<file path="src/rtl/alu_ctrl_issue_if.sv">
// ID-to-EX ALU control bundle: op request from ID, registered control/valid/busy back toward EX and ID.
// master = alu_ctrl_issue (drives control outputs); slave = the ID/EX side that drives requests.
interface alu_ctrl_issue_if;
  logic       valid_i;
  logic [1:0] ALUOp_i;
  logic [5:0] funct_i;
  logic       stall_i;
  logic       flush_i;
  logic [2:0] ALUCtrl_o;
  logic       valid_o;
  logic       busy_o;
  logic       illegal_o;

  modport master (
    input  valid_i, ALUOp_i, funct_i, stall_i, flush_i,
    output ALUCtrl_o, valid_o, busy_o, illegal_o
  );

  modport slave (
    output valid_i, ALUOp_i, funct_i, stall_i, flush_i,
    input  ALUCtrl_o, valid_o, busy_o, illegal_o
  );
endinterface

</file>
<file path="src/rtl/alu_ctrl_issue.sv">
// Decodes ALUOp/funct into registered ALUCtrl with valid; 1-cycle latency, MUL_CYCLES for MUL.
// busy_o holds ID while a MUL is in flight; stall_i freezes everything, flush_i clears to idle.
module alu_ctrl_issue #(
  parameter int unsigned MUL_CYCLES = 3
) (
  input  logic           clk_i,
  input  logic           rst_i,
  alu_ctrl_issue_if.master bus
);

  localparam logic [2:0] CTRL_ADD = 3'b010;
  localparam logic [2:0] CTRL_SUB = 3'b110;
  localparam logic [2:0] CTRL_AND = 3'b000;
  localparam logic [2:0] CTRL_OR  = 3'b001;
  localparam logic [2:0] CTRL_MUL = 3'b100;
  localparam logic [3:0] MUL_LOAD  = 4'(MUL_CYCLES - 1);
  localparam bit         MUL_MULTI = (MUL_CYCLES > 1);

  typedef enum logic [1:0] {IDLE, ISSUE, MUL} state_t;

  state_t     state_q;
  logic [3:0] cnt_q;
  logic [2:0] ctrl_q;
  logic       valid_q;
  logic       busy_q;
  logic       illegal_q;

  logic [2:0] dec_ctrl;
  logic       dec_ill;
  logic       dec_mul;

  always_comb begin
    dec_ctrl = CTRL_ADD;
    dec_ill  = 1'b0;
    dec_mul  = 1'b0;
    case (bus.ALUOp_i)
      2'b00: dec_ctrl = CTRL_ADD;
      2'b01: dec_ctrl = CTRL_SUB;
      2'b11: dec_ctrl = CTRL_OR;
      default: begin
        case (bus.funct_i)
          6'b100000: dec_ctrl = CTRL_ADD;
          6'b100010: dec_ctrl = CTRL_SUB;
          6'b100100: dec_ctrl = CTRL_AND;
          6'b100101: dec_ctrl = CTRL_OR;
          6'b011000: begin
            dec_ctrl = CTRL_MUL;
            dec_mul  = 1'b1;
          end
          default:   dec_ill = 1'b1;
        endcase
      end
    endcase
  end

  // Reset and flush share the same clean idle state; stall holds every register.
  always_ff @(posedge clk_i) begin
    if (!rst_i || bus.flush_i) begin
      state_q   <= IDLE;
      cnt_q     <= 4'd0;
      ctrl_q    <= CTRL_ADD;
      valid_q   <= 1'b0;
      busy_q    <= 1'b0;
      illegal_q <= 1'b0;
    end else if (!bus.stall_i) begin
      case (state_q)
        MUL: begin
          if (cnt_q > 4'd1) begin
            cnt_q <= cnt_q - 4'd1;
          end else begin
            cnt_q   <= 4'd0;
            state_q <= ISSUE;
            valid_q <= 1'b1;
            busy_q  <= 1'b0;
          end
        end
        default: begin
          // busy_q is low outside MUL, so valid_i alone means accept here.
          if (bus.valid_i) begin
            ctrl_q    <= dec_ctrl;
            illegal_q <= dec_ill;
            if (dec_mul && MUL_MULTI) begin
              state_q <= MUL;
              cnt_q   <= MUL_LOAD;
              busy_q  <= 1'b1;
              valid_q <= 1'b0;
            end else begin
              state_q <= ISSUE;
              busy_q  <= 1'b0;
              valid_q <= 1'b1;
            end
          end else begin
            state_q <= IDLE;
            busy_q  <= 1'b0;
            valid_q <= 1'b0;
          end
        end
      endcase
    end
  end

  assign bus.ALUCtrl_o = ctrl_q;
  assign bus.valid_o   = valid_q;
  assign bus.busy_o    = busy_q;
  assign bus.illegal_o = illegal_q;

endmodule

</file>
<file path="src/flat_wrapper.sv">
// flat-port wrapper written by rule: the top's interface ports become plain ports
module alu_ctrl_issue_flat 
#(
  parameter int unsigned MUL_CYCLES = 3
)
  (clk_i, rst_i, bus_valid_i, bus_ALUOp_i, bus_funct_i, bus_stall_i, bus_flush_i, bus_ALUCtrl_o, bus_valid_o, bus_busy_o, bus_illegal_o);
  alu_ctrl_issue_if bus_i ();
  input  logic clk_i;
  input  logic rst_i;
  input wire logic [$bits(bus_i.valid_i)-1:0] bus_valid_i;
  input wire logic [$bits(bus_i.ALUOp_i)-1:0] bus_ALUOp_i;
  input wire logic [$bits(bus_i.funct_i)-1:0] bus_funct_i;
  input wire logic [$bits(bus_i.stall_i)-1:0] bus_stall_i;
  input wire logic [$bits(bus_i.flush_i)-1:0] bus_flush_i;
  output wire logic [$bits(bus_i.ALUCtrl_o)-1:0] bus_ALUCtrl_o;
  output wire logic [$bits(bus_i.valid_o)-1:0] bus_valid_o;
  output wire logic [$bits(bus_i.busy_o)-1:0] bus_busy_o;
  output wire logic [$bits(bus_i.illegal_o)-1:0] bus_illegal_o;
  assign bus_i.valid_i = bus_valid_i;
  assign bus_i.ALUOp_i = bus_ALUOp_i;
  assign bus_i.funct_i = bus_funct_i;
  assign bus_i.stall_i = bus_stall_i;
  assign bus_i.flush_i = bus_flush_i;
  assign bus_ALUCtrl_o = bus_i.ALUCtrl_o;
  assign bus_valid_o = bus_i.valid_o;
  assign bus_busy_o = bus_i.busy_o;
  assign bus_illegal_o = bus_i.illegal_o;
  alu_ctrl_issue #(.MUL_CYCLES(MUL_CYCLES)) u_core (.clk_i(clk_i), .rst_i(rst_i), .bus(bus_i));
endmodule
</file>
<file path="config.mk">
export PLATFORM = sky130hd
export DESIGN_NAME = alu_ctrl_issue_flat
export DESIGN_NICKNAME = d
export VERILOG_FILES = /design/src/rtl/alu_ctrl_issue_if.sv /design/src/rtl/alu_ctrl_issue.sv /design/src/flat_wrapper.sv
export SDC_FILE = /design/constraint.sdc
export NUM_CORES = 1
export LEC_CHECK = 0
export ABC_AREA = 1
export BUFFER_PORTS_ARGS = -buffer_cell sky130_fd_sc_hd__buf_2
export CORE_UTILIZATION = 49
export CTS_CLUSTER_DIAMETER = 30
export DETAILED_ROUTE_END_ITERATION = 10
export GPL_ROUTABILITY_DRIVEN = 1
export PLACE_DENSITY_LB_ADDON = 0.05
export SLEW_MARGIN = 10
export SYNTH_ARGS = -nofsm -noshare
export SYNTH_HDL_FRONTEND = slang
export SYNTH_SLANG_ARGS = --single-unit
</file>
<file path="constraint.sdc">
create_clock -name clk_i -period 1.6 [get_ports clk_i]
set_clock_uncertainty 0.1 [all_clocks]
set_input_delay 0.48 -clock clk_i [delete_from_list [all_inputs] [get_ports clk_i]]
set_output_delay 0.48 -clock clk_i [all_outputs]
set_load 0.02 [all_outputs]
</file>
==> results by group, run 1 <==
Die
  • Rows: 13
  • Initial Utilization: 0.521
  • Core Area: 0.00130 sq mm
  • Die Ht: 39.2 um
  • DIE AREA: 0.00154 sq mm
  • I/O pin total: 19
  • Die width: 39.2 um

Hold path
  • Hold Path Depth: 2
  • Worst Hold Class: flip-flop to flip-flop
  • Worst Hold Launch: u_core.bus.ALUCtrl_o[1]
  • Min-Delay Endpoint: u_core.bus.ALUCtrl_o[1]

Cells and area
  • Fillcell total: 124
  • Share of layout cells above drive strength 1: 0.304
  • # diodes: 0
  • Nets: 141
  • Area Overhead vs Synth: 22.7%

Worst setup path
  • Max Fanout on Critical Path: 4
  • Depth of the most critical reg-to-reg path: 8
  • Buf+Inv Stages, Crit Path: 1
  • Setup crit start kind: flip-flop
  • CP required: 1.70 ns
  • Worst endpoint data arrival time: 1.57 ns
  • Crit path capture type: flip-flop
  • FF-to-FF End: u_core.cnt_q[0]
  • CP dominant cell by count: nand2_1
  • CP max stage cell: dfxtp_2
  • R2r startpoint: u_core.cnt_q[0]
  • Reg2reg setup slack: 0.13 ns
  • Max incr delay on CP: 0.35 ns
  • Critical Path, Cell by Cell: inv_1 > ha_1 > o21ai_2 > and2_4 > nand2_1 > nand3_1 > nand2_1 > nor2_1
  • Delay-heaviest family, CP: simple AND/OR/NAND/NOR gates
  • Kind of critical path: flip-flop to flip-flop

Synthesis
  • Mux contribution to synthesized area: 0
  • Post-Synth XOR/XNOR Area: 0.0129
  • Largest family of logic cells by synthesized area: simple AND/OR/NAND/NOR gates
  • Post-Syn Instances: 102
  • Mapped Avg Cell Area: 6.65 sq um
  • Syn Nets: 117
  • Synth Area in Simple Gates: 0.435
  • Ys Warns: 0
  • Flops & latches, synth: 10
  • Synth Area in Compound Gates: 0.120
  • Cell variety after synth: 20
  • Synth Area in Adders: 0.0369
  • Synthesized cell area: 678 sq um
  • Post-synthesis sequential area ratio: 0.295

Placed design
  • Dpl ws: 0.104 ns
  • PortBufs: 18
  • DP HPWL: 1120 um
  • Routability cong.: 0.754

Detailed routing
  • First DRT Iteration DRCs: 20
  • Wirelength per Cell: 10.2 um
  • Final ANT Viol Nets: 0
  • Pre-Repair DR Iteration Count: 4
  • Drt total wl: 1430 um
  • Post-route DRC violation count: 0
  • Via count: 693
  • Via-per-instance ratio: 4.95

Timing
  • Final setup viols: 0
  • Worst slew pin tran: 0.290 ns
  • Slew margin rel.: 0.806
  • Period minus WS final: 1.47 ns
  • Min setup slack post-route: 0.134 ns
  • Maximum clock frequency: 682 MHz
  • Crit share post-route: 0.916
  • Setup_tns: 0 ns
  • Final Hold Viols: 0
  • RSZ-0062 raised after global routing: false
  • Final Max Slew Viols: 0

Clock network
  • CTS tree: built
  • Cts hold-fix bufs: 0
  • CTS buffer count: 3
  • CTS clk-pin slew, worst paths: 0.07 ns
  • Worst skew pair latency: 0.27 ns
  • Htree depth: 1
  • CTS Buffer Depth: 2
  • # Post-CTS Setup Buffers: 0
  • CTS sink cnt: 10
  • CTS root buf: clkbuf_4

Global routing
  • Total grt overflow: 0
  • Vias in the first global route: 504
  • Global-route wire length before repair: 2030 um
  • Initial antenna violation count: 0
  • Largest net degree at the start of global routing: 9
  • Gr usage total: 0.202

Pwr
  • Leakage: 0.390 nW
  • PwrDens: 682 mW/mm^2
  • Max VDD drop: 470 uV

Run
  • Max Cap Viol: 0

Run status
  • Status: finished clean
==> how the worst max path moves through the flow <==
| stage | startpoint | to | slack [ns] | depth (start not counted) |
|---|---|---|---|---|
| 3_5_place_dp | u_core.cnt_q[0] | u_core.cnt_q[0] | 0.10 | 8 |
| 5_1_grt | u_core.cnt_q[0] | u_core.cnt_q[0] | 0.008 | 8 |
| 6_report | u_core.cnt_q[0] | u_core.cnt_q[0] | 0.13 | 8 |
| 4_1_cts | u_core.cnt_q[0] | u_core.cnt_q[0] | 0.08 | 8 |
| 3_3_place_gp | bus_funct_i[0] | u_core.cnt_q[3] | 0.13 | 10 |
| 2_1_floorplan | u_core.cnt_q[0] | u_core.cnt_q[0] | 0.27 | 8 |
==> through the flow <==
stage                     std cells  cell area [sq um]  total power [mW]   util  hold WS (ns)
after detailed placement        136                795             0.341  0.611         0.354
after global routing            140                832             0.591  0.639         0.412
after CTS                       140                831             0.575  0.638         0.374
after global placement          136                795             0.340  0.611         0.350
after floorplan                 102                678             0.308      -         0.380
final                           140                832             0.568  0.639         0.369
==> layout by cell type (no fill, tap or decap) <==
master | synthesis | routed
and2_4 | 1 | 1
o21a_1 | 1 | 1
o21ai_2 | 1 | 1
dfxtp_2 | 0 | 1
inv_2 | 3 | 3
nand3_2 | 2 | 2
nor2_1 | 12 | 12
buf_4 | 0 | 1
buf_2 | 0 | 18
inv_1 | 15 | 15
nand2_1 | 22 | 22
nand4_1 | 4 | 4
o21ai_1 | 1 | 1
dfxtp_1 | 10 | 9
nand3_1 | 8 | 8
o21ai_0 | 4 | 4
nor3_4 | 1 | 1
nor2_2 | 1 | 1
clkbuf_4 | 0 | 3
nand2_2 | 1 | 1
xor2_1 | 1 | 1
a21oi_1 | 8 | 8
clkbuf_8 | 0 | 1
nor2_4 | 4 | 4
ha_1 | 2 | 2
==> synth_stat cells <==
cell type	number	area, sq um
o21ai_0	4	20.0
o21ai_1	1	5.00
nor2_1	12	45.0
dfxtp_1	10	200
a21oi_1	8	40.0
o21ai_2	1	8.76
nor2_4	4	45.0
ha_1	2	25.0
and2_4	1	8.76
inv_1	15	56.3
nand2_2	1	6.26
nand3_1	8	40.0
nand4_1	4	25.0
inv_2	3	11.3
nor2_2	1	6.26
nor3_4	1	16.3
nand2_1	22	82.6
nand3_2	2	20.0
xor2_1	1	8.76
o21a_1	1	7.51
==> metal layers <==
metal  vias to the layer above  part of all wire  track usage
met5                         -                 0            0
met4                         0             0.012        0.103
met3                         2             0.088       0.0520
met2                        29              0.42        0.317
met1                       290              0.47        0.250
li1                        372                 -            -
==> registers in the layout, summed over array words and instances (netlist names) <==
| name | flops |
|---|---|
| u_core.bus.ALUCtrl_o | 3 |
| u_core.cnt_q | 4 |
| u_core.bus.illegal_o | 1 |
| u_core.state_q | 1 |
| u_core.bus.valid_o | 1 |
==> worst reg2reg max path, cell delays in order (launching register included) <==
cell	delay (ns)
dfxtp_2	0.35
inv_1	0.08
ha_1	0.24
o21ai_2	0.17
and2_4	0.19
nand2_1	0.05
nand3_1	0.07
nand2_1	0.05
nor2_1	0.10
==> logic make-up after synthesis <==
logic type	Yosys count
compound gates	15
simple gates	56
flops	10
xor+xnor	1
buf+inv	18
fa+ha+maj	2
==> where the power goes <==
group / total [mW] / switching [mW] / internal (mW)
sequential: 0.256 / 0.00276 / 0.253
combinational: 0.0793 / 0.0480 / 0.0313
clock: 0.233 / 0.0945 / 0.138
total: 0.568 / 0.145 / 0.423
==> layout make-up <==
type | count | area (sq um) | share of cell area
multi-input combinational | 74 | 410 | 0.493
sequential | 10 | 201 | 0.242
timing repair buffer | 19 | 97.6 | 0.117
inverter | 18 | 67.6 | 0.0812
clock buffer | 4 | 36.3 | 0.0436
tap | 15 | 18.8 | 0.0226
==> repair_timing <==
item / 4_1_cts / 5_1_grt
endpoints found under the setup margin: 0 / 1
endpoints found under the hold margin: 0 / 0
resized for setup: 0 / 1
(Power assumes the default switching activity.)
==> run 2, diff against run 1 <==
CORE_UTILIZATION = 44   (was 49)
clock period = 1.3 ns   (was 1.6 ns; I/O delays follow)
==> results by group, run 2 (same netlist as run 1, synthesis figures left out) <==
Worst setup path
  • Max incr delay on CP: 0.36 ns (about the same)
  • Kind of critical path: flip-flop to flip-flop
  • Max Fanout on Critical Path: 3 (-1)
  • Worst endpoint data arrival time: 1.44 ns (-0.13 ns)
  • Crit path capture type: flip-flop
  • CP max stage cell: dfxtp_2
  • Reg2reg setup slack: -0.04 ns (-0.18 ns)
  • CP required: 1.40 ns (-0.30 ns)
  • Setup crit start kind: flip-flop
  • Critical Path, Cell by Cell: inv_2 > ha_4 > o21ai_4 > and2_4 > nand2_2 > nand3_2 > nand2_1 > nor2_1

Placed design
  • Dpl ws: -0.0993 ns (-0.203 ns)
  • DP HPWL: 1230 um (+10%)
  • Placement Cell Area: 866 sq um (+9.0%)
  • PortBufs: 18 (unchanged)
  • Number of instances in the placed design: 145 (+6.6%)
  • Routability cong.: 0.771 (+2.3%)

Global routing
  • Total grt overflow: 0 (unchanged)
  • Largest net degree at the start of global routing: 9 (unchanged)
  • Initial antenna violation count: 0 (unchanged)
  • Grt peak-use layer: met2
  • Routing usage on met2: 0.324 (+0.00755)
  • Vias in the first global route: 593 (+18%)
  • Met3 usage: 0.0326 (-0.0194)
  • Global-route wire length before repair: 2260 um (+12%)
  • Gr usage total: 0.206 (+0.00390)
  • GR met1 Demand/Resource: 0.271 (+0.0212)

Timing
  • Final Hold Viols: 0 (unchanged)
  • Maximum clock frequency: 744 MHz (+9.0%)
  • Final setup viols: 4 (+4)
  • Crit share post-route: 1.03 (+0.118)
  • Min setup slack post-route: -0.0449 ns (-0.179 ns)
  • Slew margin rel.: 0.852 (+0.0462)
  • RSZ-0062 raised after global routing: true
  • Period minus WS final: 1.34 ns (-0.121 ns)
  • Worst slew pin tran: 0.221 ns (-0.0692 ns)
  • Final Max Slew Viols: 0 (unchanged)

Die
  • DIE AREA: 0.00170 sq mm (+11%)
  • Initial Utilization: 0.496 (-0.0248)
  • I/O pin total: 19 (unchanged)
  • Rows: 13 (unchanged)
  • Die width: 41.3 um (+5.3%)
  • Core Area: 0.00137 sq mm (+5.0%)
  • Die Ht: 41.3 um (+5.3%)

Clock network
  • CTS buffer count: 3 (unchanged)
  • CTS sink cnt: 10 (unchanged)
  • CTS root buf: clkbuf_4
  • CTS clk-pin slew, worst paths: 0.07 ns (about the same)
  • CTS tree: built
  • Cts hold-fix bufs: 0 (unchanged)
  • CTS Buffer Depth: 2 (unchanged)
  • Htree depth: 1 (unchanged)
  • Worst skew pair latency: 0.26 ns (about the same)

Cells and area
  • Layout Cells excl Fill: 149 (+6.4%)
  • # diodes: 0 (unchanged)
  • Final Instance Area: 935 sq um (+12%)
  • Share of layout cells above drive strength 1: 0.410 (+0.106)
  • Area Overhead vs Synth: 37.8%
  • Most frequent cells in the layout: nand2_1, buf_2, inv_1
  • Largest register FFs: 4 (unchanged)
  • Register with the most flip-flops: u_core.cnt_q
  • Fillcell total: 129 (+4.0%)
  • Most common cell after layout, fill and taps aside: nand2_1
  • Nets: 150 (+6.4%)

Hold path
  • Worst Hold Class: flip-flop to flip-flop

Detailed routing
  • Via count: 712 (+2.7%)
  • Pre-Repair DR Iteration Count: 4 (unchanged)
  • Drt total wl: 1500 um (+5.5%)
  • Post-route DRC violation count: 0 (unchanged)
  • Via-per-instance ratio: 4.78 (-3.5%)
  • Final ANT Viol Nets: 0 (unchanged)
  • Wirelength per Cell: 10.1 um (-0.83%)
  • First DRT Iteration DRCs: 10 (-50%)

Pwr
  • Max VDD drop: 862 uV (+84%)
  • PwrDens: 751 mW/mm^2 (+10%)
  • Final Total Pwr: 0.702 mW (+24%)
  • Leakage: 0.436 nW (+12%)

Run status
  • Status: finished, violations left
  • Failing checks: negative setup slack

Run
  • Max Cap Viol: 0 (unchanged)
run 2: layout make-up:
type                    count  area (sq um)  share of cell area
multi-input cells          74           440               0.471
flip-flops and latches     10           204               0.218
repair buffers             28           168               0.179
inverters                  18          67.6              0.0723
clock buffers               4          36.3              0.0388
well taps                  15          18.8              0.0201
run 2: worst paths after layout:
check / from / endpoint / cells past startpoint
worst max-delay path: u_core.cnt_q[0] / u_core.cnt_q[3] / 8
worst min-delay path: u_core.bus.ALUCtrl_o[1] / u_core.bus.ALUCtrl_o[1] / 2
worst max register to register: u_core.cnt_q[0] / u_core.cnt_q[3] / 8
worst min register to register: u_core.bus.ALUCtrl_o[1] / u_core.bus.ALUCtrl_o[1] / 2
run 2: metal layers:
metal  vias up  wire [um]
li1        389          -
met1       307        785
met2        14        654
met3         2         50
met4         0         14
met5         -          0
run 2: metrics by stage:
step / hold slack [ns] / setup TNS [ns] / utilization
after floorplan: 0.372 / 0 / -
after global placement: 0.359 / -0.286 / 0.634
after CTS: 0.404 / -0.141 / 0.682
after global routing: 0.412 / -0.443 / 0.684
final: 0.395 / -0.134 / 0.684
after detailed placement: 0.384 / -0.439 / 0.634
run 2: critical path: cells and delay by family (launching register included):
kind / cells / cell delay [ns]
and+or+nand+nor: 5 / 0.46
AOI/OAI and AO/OA: 1 / 0.14
DFF: 1 / 0.36
adders and majority gates: 1 / 0.16
buffers and inverters: 1 / 0.06
run 2: power breakdown:
group | switching, mW | total [mW] | internal (mW)
clock network | 0.101 | 0.270 | 0.170
registers | 0.00339 | 0.315 | 0.312
logic | 0.0635 | 0.116 | 0.0526
total | 0.167 | 0.702 | 0.534
run 2: what timing repair did:
action                                  CTS  global route
pin swaps                                 3             1
buffers inserted                          0             0
hold endpoints to repair                  0             0
gates resized for setup                   8             1
endpoints found under the setup margin    6             6
